--- src/rtl/vga_timing_pkg.sv ---
// Shared timing defaults, FSM state encoding and sizing helpers for the VGA raster generator.
package vga_timing_pkg;

  localparam int DEF_H_ACTIVE = 640;
  localparam int DEF_H_FP     = 16;
  localparam int DEF_H_SYNC   = 96;
  localparam int DEF_H_BP     = 48;
  localparam int DEF_V_ACTIVE = 480;
  localparam int DEF_V_FP     = 10;
  localparam int DEF_V_SYNC   = 2;
  localparam int DEF_V_BP     = 33;
  localparam int DEF_DIV      = 4;
  localparam int DEF_CNT_W    = 10;

  typedef enum logic [1:0] {
    IDLE  = 2'd0,
    RUN   = 2'd1,
    DRAIN = 2'd2
  } state_t;

  function automatic int span_total(input int active, input int fp, input int sync, input int bp);
    return active + fp + sync + bp;
  endfunction

  function automatic int cnt_width(input int n);
    return (n > 1) ? $clog2(n) : 1;
  endfunction

endpackage

--- src/rtl/vga_tick_div.sv ---
// Pixel-rate divider: tick is high on the last clk of every DIV-clk pixel period; clr parks it at 0.
module vga_tick_div
  import vga_timing_pkg::*;
#(
  parameter int DIV = 4
) (
  input  logic clk,
  input  logic reset_n,
  input  logic clr,
  output logic tick
);

  localparam int W = cnt_width(DIV);
  localparam logic [W-1:0] LAST = W'(DIV - 1);

  logic [W-1:0] div_cnt;

  always_ff @(posedge clk or negedge reset_n) begin
    if (!reset_n) begin
      div_cnt <= '0;
    end else if (clr || (div_cnt == LAST)) begin
      div_cnt <= '0;
    end else begin
      div_cnt <= div_cnt + W'(1);
    end
  end

  assign tick = (div_cnt == LAST) && !clr;

endmodule

--- src/rtl/vga_timing_gen.sv ---
// VGA raster timing generator with run/drain control and sof/eol strobes.
// Define VGA_TIMING_FRAME_CNT_EN to enable the 16-bit frame counter (otherwise frame_cnt reads 0).
module vga_timing_gen
  import vga_timing_pkg::*;
#(
  parameter int   H_ACTIVE = DEF_H_ACTIVE,
  parameter int   H_FP     = DEF_H_FP,
  parameter int   H_SYNC   = DEF_H_SYNC,
  parameter int   H_BP     = DEF_H_BP,
  parameter int   V_ACTIVE = DEF_V_ACTIVE,
  parameter int   V_FP     = DEF_V_FP,
  parameter int   V_SYNC   = DEF_V_SYNC,
  parameter int   V_BP     = DEF_V_BP,
  parameter int   DIV      = DEF_DIV,
  parameter logic HS_POL   = 1'b0,
  parameter logic VS_POL   = 1'b0,
  parameter int   CNT_W    = DEF_CNT_W
) (
  input  logic             clk,
  input  logic             reset_n,
  input  logic             en,
  output logic             busy,
  output logic             p_tick,
  output logic             hsync,
  output logic             vsync,
  output logic             video_on,
  output logic [CNT_W-1:0] pixel_x,
  output logic [CNT_W-1:0] pixel_y,
  output logic             sof,
  output logic             eol,
  output logic [15:0]      frame_cnt
);

  localparam int H_TOTAL = span_total(H_ACTIVE, H_FP, H_SYNC, H_BP);
  localparam int V_TOTAL = span_total(V_ACTIVE, V_FP, V_SYNC, V_BP);

  localparam logic [CNT_W-1:0] H_LAST   = CNT_W'(H_TOTAL - 1);
  localparam logic [CNT_W-1:0] V_LAST   = CNT_W'(V_TOTAL - 1);
  localparam logic [CNT_W-1:0] H_VIS    = CNT_W'(H_ACTIVE);
  localparam logic [CNT_W-1:0] V_VIS    = CNT_W'(V_ACTIVE);
  localparam logic [CNT_W-1:0] HS_START = CNT_W'(H_ACTIVE + H_FP);
  localparam logic [CNT_W-1:0] HS_END   = CNT_W'(H_ACTIVE + H_FP + H_SYNC - 1);
  localparam logic [CNT_W-1:0] VS_START = CNT_W'(V_ACTIVE + V_FP);
  localparam logic [CNT_W-1:0] VS_END   = CNT_W'(V_ACTIVE + V_FP + V_SYNC - 1);

  state_t           state, state_nxt;
  logic             tick, div_clr, busy_nxt, frame_last;
  logic [CNT_W-1:0] x_nxt, y_nxt;

  assign busy    = (state != IDLE);
  assign div_clr = ~busy;

  vga_tick_div #(.DIV(DIV)) u_tick_div (
    .clk     (clk),
    .reset_n (reset_n),
    .clr     (div_clr),
    .tick    (tick)
  );

  assign p_tick     = tick && busy;
  assign frame_last = (pixel_x == H_LAST) && (pixel_y == V_LAST);
  assign sof        = p_tick && (pixel_x == '0) && (pixel_y == '0) && busy;
  assign eol        = p_tick && (pixel_x == H_LAST);

  always_comb begin
    x_nxt = pixel_x;
    y_nxt = pixel_y;
    if (p_tick) begin
      if (pixel_x == H_LAST) begin
        x_nxt = '0;
        y_nxt = (pixel_y == V_LAST) ? '0 : pixel_y + CNT_W'(1);
      end else begin
        x_nxt = pixel_x + CNT_W'(1);
      end
    end
  end

  // DRAIN keeps the raster running so a frame is never cut short; it only parks at the frame end.
  always_comb begin
    state_nxt = state;
    unique case (state)
      IDLE:    if (en) state_nxt = RUN;
      RUN:     if (!en) state_nxt = DRAIN;
      DRAIN: begin
        if (en)                        state_nxt = RUN;
        else if (p_tick && frame_last) state_nxt = IDLE;
      end
      default: state_nxt = IDLE;
    endcase
    busy_nxt = (state_nxt != IDLE);
  end

  // Sync and blanking decode the next count so they switch on the same edge as pixel_x/pixel_y.
  always_ff @(posedge clk or negedge reset_n) begin
    if (!reset_n) begin
      state    <= IDLE;
      pixel_x  <= '0;
      pixel_y  <= '0;
      hsync    <= ~HS_POL;
      vsync    <= ~VS_POL;
      video_on <= 1'b0;
    end else begin
      state    <= state_nxt;
      pixel_x  <= x_nxt;
      pixel_y  <= y_nxt;
      hsync    <= ((x_nxt >= HS_START) && (x_nxt <= HS_END)) ? HS_POL : ~HS_POL;
      vsync    <= ((y_nxt >= VS_START) && (y_nxt <= VS_END)) ? VS_POL : ~VS_POL;
      video_on <= (x_nxt < H_VIS) && (y_nxt < V_VIS) && busy_nxt;
    end
  end

`ifdef VGA_TIMING_FRAME_CNT_EN
  logic [15:0] frames;

  always_ff @(posedge clk or negedge reset_n) begin
    if (!reset_n) begin
      frames <= '0;
    end else if (sof) begin
      frames <= frames + 16'd1;
    end
  end

  assign frame_cnt = frames;
`else
  assign frame_cnt = 16'h0000;
`endif

endmodule

--- config.mk ---
export PLATFORM = sky130hd
export DESIGN_NAME = vga_timing_gen
export DESIGN_NICKNAME = d
export VERILOG_FILES = /design/src/rtl/vga_timing_pkg.sv /design/src/rtl/vga_tick_div.sv /design/src/rtl/vga_timing_gen.sv
export SDC_FILE = /design/constraint.sdc
export NUM_CORES = 1
export LEC_CHECK = 0
export ABC_AREA = 1
export BUFFER_PORTS_ARGS = -buffer_cell sky130_fd_sc_hd__buf_2
export CORE_ASPECT_RATIO = 0.7
export CORE_MARGIN = 2
export CORE_UTILIZATION = 50
export CTS_BUF_LIST = sky130_fd_sc_hd__clkbuf_8
export CTS_CLUSTER_DIAMETER = 30
export CTS_CLUSTER_SIZE = 40
export DETAILED_ROUTE_END_ITERATION = 7
export GPL_TIMING_DRIVEN = 0
export HOLD_SLACK_MARGIN = 0.05
export PLACE_DENSITY_LB_ADDON = 0.05
export SLEW_MARGIN = 20
export SYNTH_ARGS = -nofsm -noshare
export SYNTH_HDL_FRONTEND = slang
export SYNTH_HIERARCHICAL = 1
export SYNTH_SLANG_ARGS = --single-unit
--- constraint.sdc ---
create_clock -name clk -period 1.65 [get_ports clk]
set_input_delay 0.165 -clock clk [delete_from_list [all_inputs] [get_ports clk]]
set_output_delay 0.165 -clock clk [all_outputs]
set_load 0.05 [all_outputs]
## After elaboration in Yosys (flattened, before gate mapping)

Index checks and enable logic that the tools add are counted.

- $add $sub $neg: 3
- $lt $le $gt $ge: 6
- Eq/ne operators: 5
- Multiplexer cells: 13
- Bitwise gates (word level): 1
- Reduce and logical (&&, ||, !) cells: 18

Operator list:

| cell | count |
|---|---|
| $mux W10 | 5 |
| $add A10 B1 Y10 const B | 2 |
| $eq A10 B10 Y1 const B | 2 |
| $logic_not A10 Y1 | 2 |
| $logic_and A1 B1 Y1 | 12 |
| $ge A10 B10 Y1 const B | 1 |
| $ge A10 B9 Y1 const B | 1 |
| $le A10 B10 Y1 const B | 1 |
| $le A10 B9 Y1 const B | 1 |
| $lt A10 B10 Y1 const B | 1 |
| $lt A10 B9 Y1 const B | 1 |
| $mux W2 | 5 |
| $pmux W2 S3 | 1 |
| $eq A2 B2 Y1 const B | 2 |
| $reduce_bool A2 Y1 | 2 |
| $add A2 B1 Y2 const B | 1 |
| $eq A2 B1 Y1 const B | 1 |
| $logic_not A2 Y1 | 1 |
| $mux W1 | 2 |
| $logic_or A1 B1 Y1 | 1 |
| $not A1 Y1 | 1 |

- Register bits: 27
- Input port bits: 3
- Output and inout bits: 43
- Logic and storage cells: 53

## Logic depth before layout (Yosys ltp)

- Word-level depth: 9
- Mapped depth: 16
- Depth with buffers taken out: 16

## Hierarchy

The synthesis kept the hierarchy.

Modules (own cells, without submodules):

| module | instances | cells an instance | area an instance (sq um) | sequential area each (sq um) |
|---|---|---|---|---|
| vga_timing_gen | 1 | 258 | 1,794.2 | 628.1 |
| vga_tick_div | 1 | 10 | 88.8 | 50.0 |

## Worst setup path after synthesis

No wires, ideal clock.

- Path kind: register to output
- Start: register u_tick_div.div_cnt[0]
- End: output sof
- Arrival time: 2.833 ns
- Data required time: 1.485 ns
- Setup slack: -1.348 ns
- Cell stages (with the launch flop): 9
- Path buffers: 1
- Cell sequence: dfrtp_1 -> ha_1 -> inv_2 -> nor2_1 -> inv_1 -> nor2_4 -> buf_4 -> nand4_1 -> nor4b_1

- Longest elaborated chain between the ends: 6

Ends and longest elaborated chain:

| what | RTL line | source |
|---|---|---|
| from (decl) | vga_tick_div.sv:16 | `logic [W-1:0] div_cnt;` |
| from (signal assigned) | vga_tick_div.sv:24 | `div_cnt <= div_cnt + W'(1);` |
| $eq A2 B2 Y1 | vga_tick_div.sv:28 | `assign tick = (div_cnt == LAST) && !clr;` |
| $logic_and A1 B1 Y1 | vga_tick_div.sv:28 |  |
| net tick | vga_timing_gen.sv:47 | `logic tick, div_clr, busy_nxt, frame_last;` |
| $logic_and A1 B1 Y1 | vga_timing_gen.sv:60 | `assign p_tick = tick && busy;` |
| net p_tick | vga_timing_gen.sv:23 | `output logic p_tick,` |
| $logic_and A1 B1 Y1 (3 in a row) | vga_timing_gen.sv:62 | `assign sof = p_tick && (pixel_x == '0) && (pixel_y == '0) && busy;` |
| to (decl) | vga_timing_gen.sv:29 | `output logic sof,` |

The timed path passes the listed nets, and every way through them passes these cells.

## Worst setup path in the final report

- Start: register u_tick_div.div_cnt[0]
- End: output sof

- Longest elaborated chain between the ends: 6

Ends and longest elaborated chain:

| what | RTL line |
|---|---|
| $eq A2 B2 Y1 | vga_tick_div.sv:28 |
| $logic_and A1 B1 Y1 | vga_tick_div.sv:28 |
| net tick | vga_timing_gen.sv:47 |
| $logic_and A1 B1 Y1 | vga_timing_gen.sv:60 |
| $logic_and A1 B1 Y1 (3 in a row) | vga_timing_gen.sv:62 |

The timed path passes the listed nets, and every way through them passes these cells.

==> key figures <==
Synth
  • Mapped Area: between 0.0015 and 0.002 sq mm
  • Multiplexer area fraction after synthesis: 0%
  • Xor and xnor area share after synthesis: 0.4651%
  • Main combinational cell family by area after synthesis: simple AND/OR/NAND/NOR gates
  • Synth Register Bits: 27
  • Synth top area share: 33.22%
  • Synth Area in Simple Gates: 37.41%
  • Compound-gate portion of the synthesized area: 5.183%
  • Mapped Cells: 268
  • Yosys warns: 6
  • Post-synthesis adder-cell area fraction: 3.322%
  • Part of the Yosys area used for sequential elements: 36.01%
  • Syn_area_per_cell: approximately 7 sq um
  • Number of library cell types mapped by synthesis: 31
  • Synth area leader: dfrtp_1
  • Area contributors post-synth: dfrtp_1, nand2_1, inv_1, nand3_1, buf_4

Floorplanning
  • Die area: approximately 0.0043 sq mm
  • Die width: 77.35 microns
  • Initial Util: 52.92%
  • Rows: 18
  • Core box area: 0.003558 sq mm
  • I/O pins: 46
  • Height of the die: about 55 microns

Setup path
  • Cell count along the critical path: 9
  • Required @ worst endpoint: 1480 ps
  • Slowest CP cell: dfrtp_1
  • Critical path class: flip-flop to output pin
  • Crit-path max cell delay: roughly 350 ps
  • Cell family with most CP delay: simple AND/OR/NAND/NOR gates
  • Critical path, cell by cell: ha_2, inv_2, nor2_2, inv_2, nor2_4, buf_12, nand4_1, nor4b_4, buf_6
  • Setup crit end kind: output pin
  • Crit-path max FO: 3
  • R2R depth: 14
  • CP arrival: 1810 ps
  • Worst path bufs/invs: 4
  • Cell mode on critical path: inv_2
  • Critical Path Start Type: flip-flop

Cells and area
  • Ratio of cells with drive above 1 in the final layout: about 34%
  • ANT cells: 0
  • Multi-input logic area: approximately 0.0011 sq mm
  • Most common cell after layout, fill and taps aside: nand2_1
  • Syn-to-layout area delta: 33.49%
  • Post-Layout Cell Count: 379
  • Number of fill cells: 336
  • Fin nets: 338
  • Sequential Area: 689.4 sq um
  • Most frequent cells in the layout: nand2_1, inv_1, buf_4, buf_2, nand3_1
  • Design Area, Final: 0.002514 sq mm

Global routing
  • Initial antenna violation count: 0
  • GRT overflow: 0
  • Largest net degree at the start of global routing: 28
  • Vias in the first global route: 1573
  • First-pass GRT wire length: 7652 microns
  • Gr usage total: 22.44%

Clock network
  • Clock sink count: 27
  • Root buf cell: clkbuf_8
  • H-Tree Depth: 1
  • Clk slew on worst S/H paths: 90 ps
  • Clock Path Buffers: 2
  • CTS tree: done
  • Inserted Clock Buffers: 3
  • Clk_lat worst skew: 280 ps

STA
  • Final WS setup: -326.5 ps
  • Setup tns final: -1928 ps
  • Final setup violating endpoints: 11
  • Slew of the pin with the lowest slew margin: 615.3 ps
  • Clk_skew: 9.741 ps
  • Achievable frequency: 0.5060 GHz
  • RSZ-0062 raised after global routing: yes
  • Min Tclk post-route: 1976 ps
  • Final period util: 119.8%
  • Count of final max-slew check failures: 0
  • Final number of hold-violating endpoints: 0
  • Max transition margin: 58.98%

Place
  • Buffers on Ports: 29
  • Pre-CTS setup slack: -305.8 ps
  • DP Wirelength: 3351 microns
  • Post-placement cell count: about 360
  • Routability Congestion: a little under 0.9
  • DP Area: approximately 0.0022 sq mm

Drt
  • WL/cell: roughly 12 microns
  • Initial drt markers: 120
  • Vias: 1852
  • Total wire length: 4613 microns
  • DR pass1 iterations: 4
  • Post-route DRC violation count: 0
  • Via/cell ratio: approximately 5
  • ANT nets after route: 0

Pwr
  • IR drop worst, VDD: 733.5 uV
  • P per Cell Area: between 800 and 900 mW/mm^2
  • Overall Power: 2.129 mW
  • LEAKAGE: 1.357 nW

Outcome
  • Failing checks: setup timing
  • Status: finished with violations

Min path
  • Hold Path Depth: 3
  • Hold crit path type: primary input to flip-flop

Flow run
  • Max Cap Violations: 0
-- synthesized netlist by cell type (all sizes together) --
library cell and number:
nand3 28, ha 5, nor4 2, o21ai 9, inv 49, nand4 11, nor4b 1, nand2 70
a21boi 1, o21a 1, dfstp 2, xor2 1, nor2 31, nor3 5, nand3b 2, buf 19
conb 1, a21oi 3, dfrtp 25, o21bai 1, a21o 1
-- power breakdown --
group	internal, mW	leakage (nW)	switching (mW)
Combinational	0.278	0.990	0.618
Sequential	0.745	0.340	0.108
Clock	0.167	0.0269	0.212
Total	1.19	1.36	0.938
-- flip-flops by register name, indices dropped and copies added, names as in the netlist --
name and count:
pixel_x 10, pixel_y 10, state 2, u_tick_div/div_cnt 2, hsync 1, video_on 1
vsync 1
-- metal layers --
layer / wire [microns] / vias to the layer above / track usage, %
met2: 2012 / 60 / 31.80
met4: 25 / 0 / 3.827
met3: 335 / 4 / 4.902
met5: 0 / - / 0
li1: - / 939 / -
met1: 2239 / 849 / 35.20
-- per-stage QoR --
step / utilization [%] / hold WS, ps
finish: 70.64 / 121.6
floorplan: - / -130.6
global placement: 62.73 / 214.4
global route: 70.64 / 141.9
detailed placement: 62.73 / 214.6
CTS: 67.65 / 123.7
-- cell families (layout without fill, tap and decap cells) --
family          Yosys count  count (layout)
compound gates           16              16
xor+xnor                  1               1
other cells               1              16
fa+ha+maj                 5               5
buf+inv                  68             114
flops                    27              27
simple gates            150             150
-- what timing repair did --
action                                 4_1_cts  5_1_grt
setup endpoints to repair                   15       18
resized for setup                           21       17
hold buffers                                 1        0
setup buffers                                7        5
endpoints found under the hold margin       25        0
pin swaps                                    7        9
-- final cells by class --
cell class | instances | area share [%]
inverter | 49 | 7.317
clock buffer | 3 | 1.643
tap | 50 | 2.489
clock inverter | 1 | 0.1493
timing repair buffer | 42 | 11.45
buffer | 19 | 6.819
multi-input combinational | 188 | 42.71
sequential | 27 | 27.43
-- path summary, 6_finish.rpt --
kind                       slack [ps]                            start                               to
max                              -330  u_tick_div/div_cnt[0]$_DFF_PN0_                              sof
max in group asynchronous         790                          reset_n             pixel_x[0]$_DFF_PN0_
min reg2reg                       520  u_tick_div/div_cnt[0]$_DFF_PN0_  u_tick_div/div_cnt[0]$_DFF_PN0_
min                               120                               en               state[0]$_DFF_PN0_
min in group asynchronous         420                          reset_n             pixel_x[6]$_DFF_PN0_
max reg2reg                      -300  u_tick_div/div_cnt[0]$_DFF_PN0_               video_on$_DFF_PN0_
-- worst register-to-register path, stage by stage (launching register included) --
cell and delay (ps):
dfrtp_1 350, ha_2 170, inv_2 40, nor2_2 100, inv_2 50, nor2_4 130, buf_4 130, inv_2 60
nor2_4 170, buf_6 140, nand3_2 70, xor2_2 170, nand2_1 90, nor2_2 130, nor2_1 50
Power figures use the tool's default switching activity.
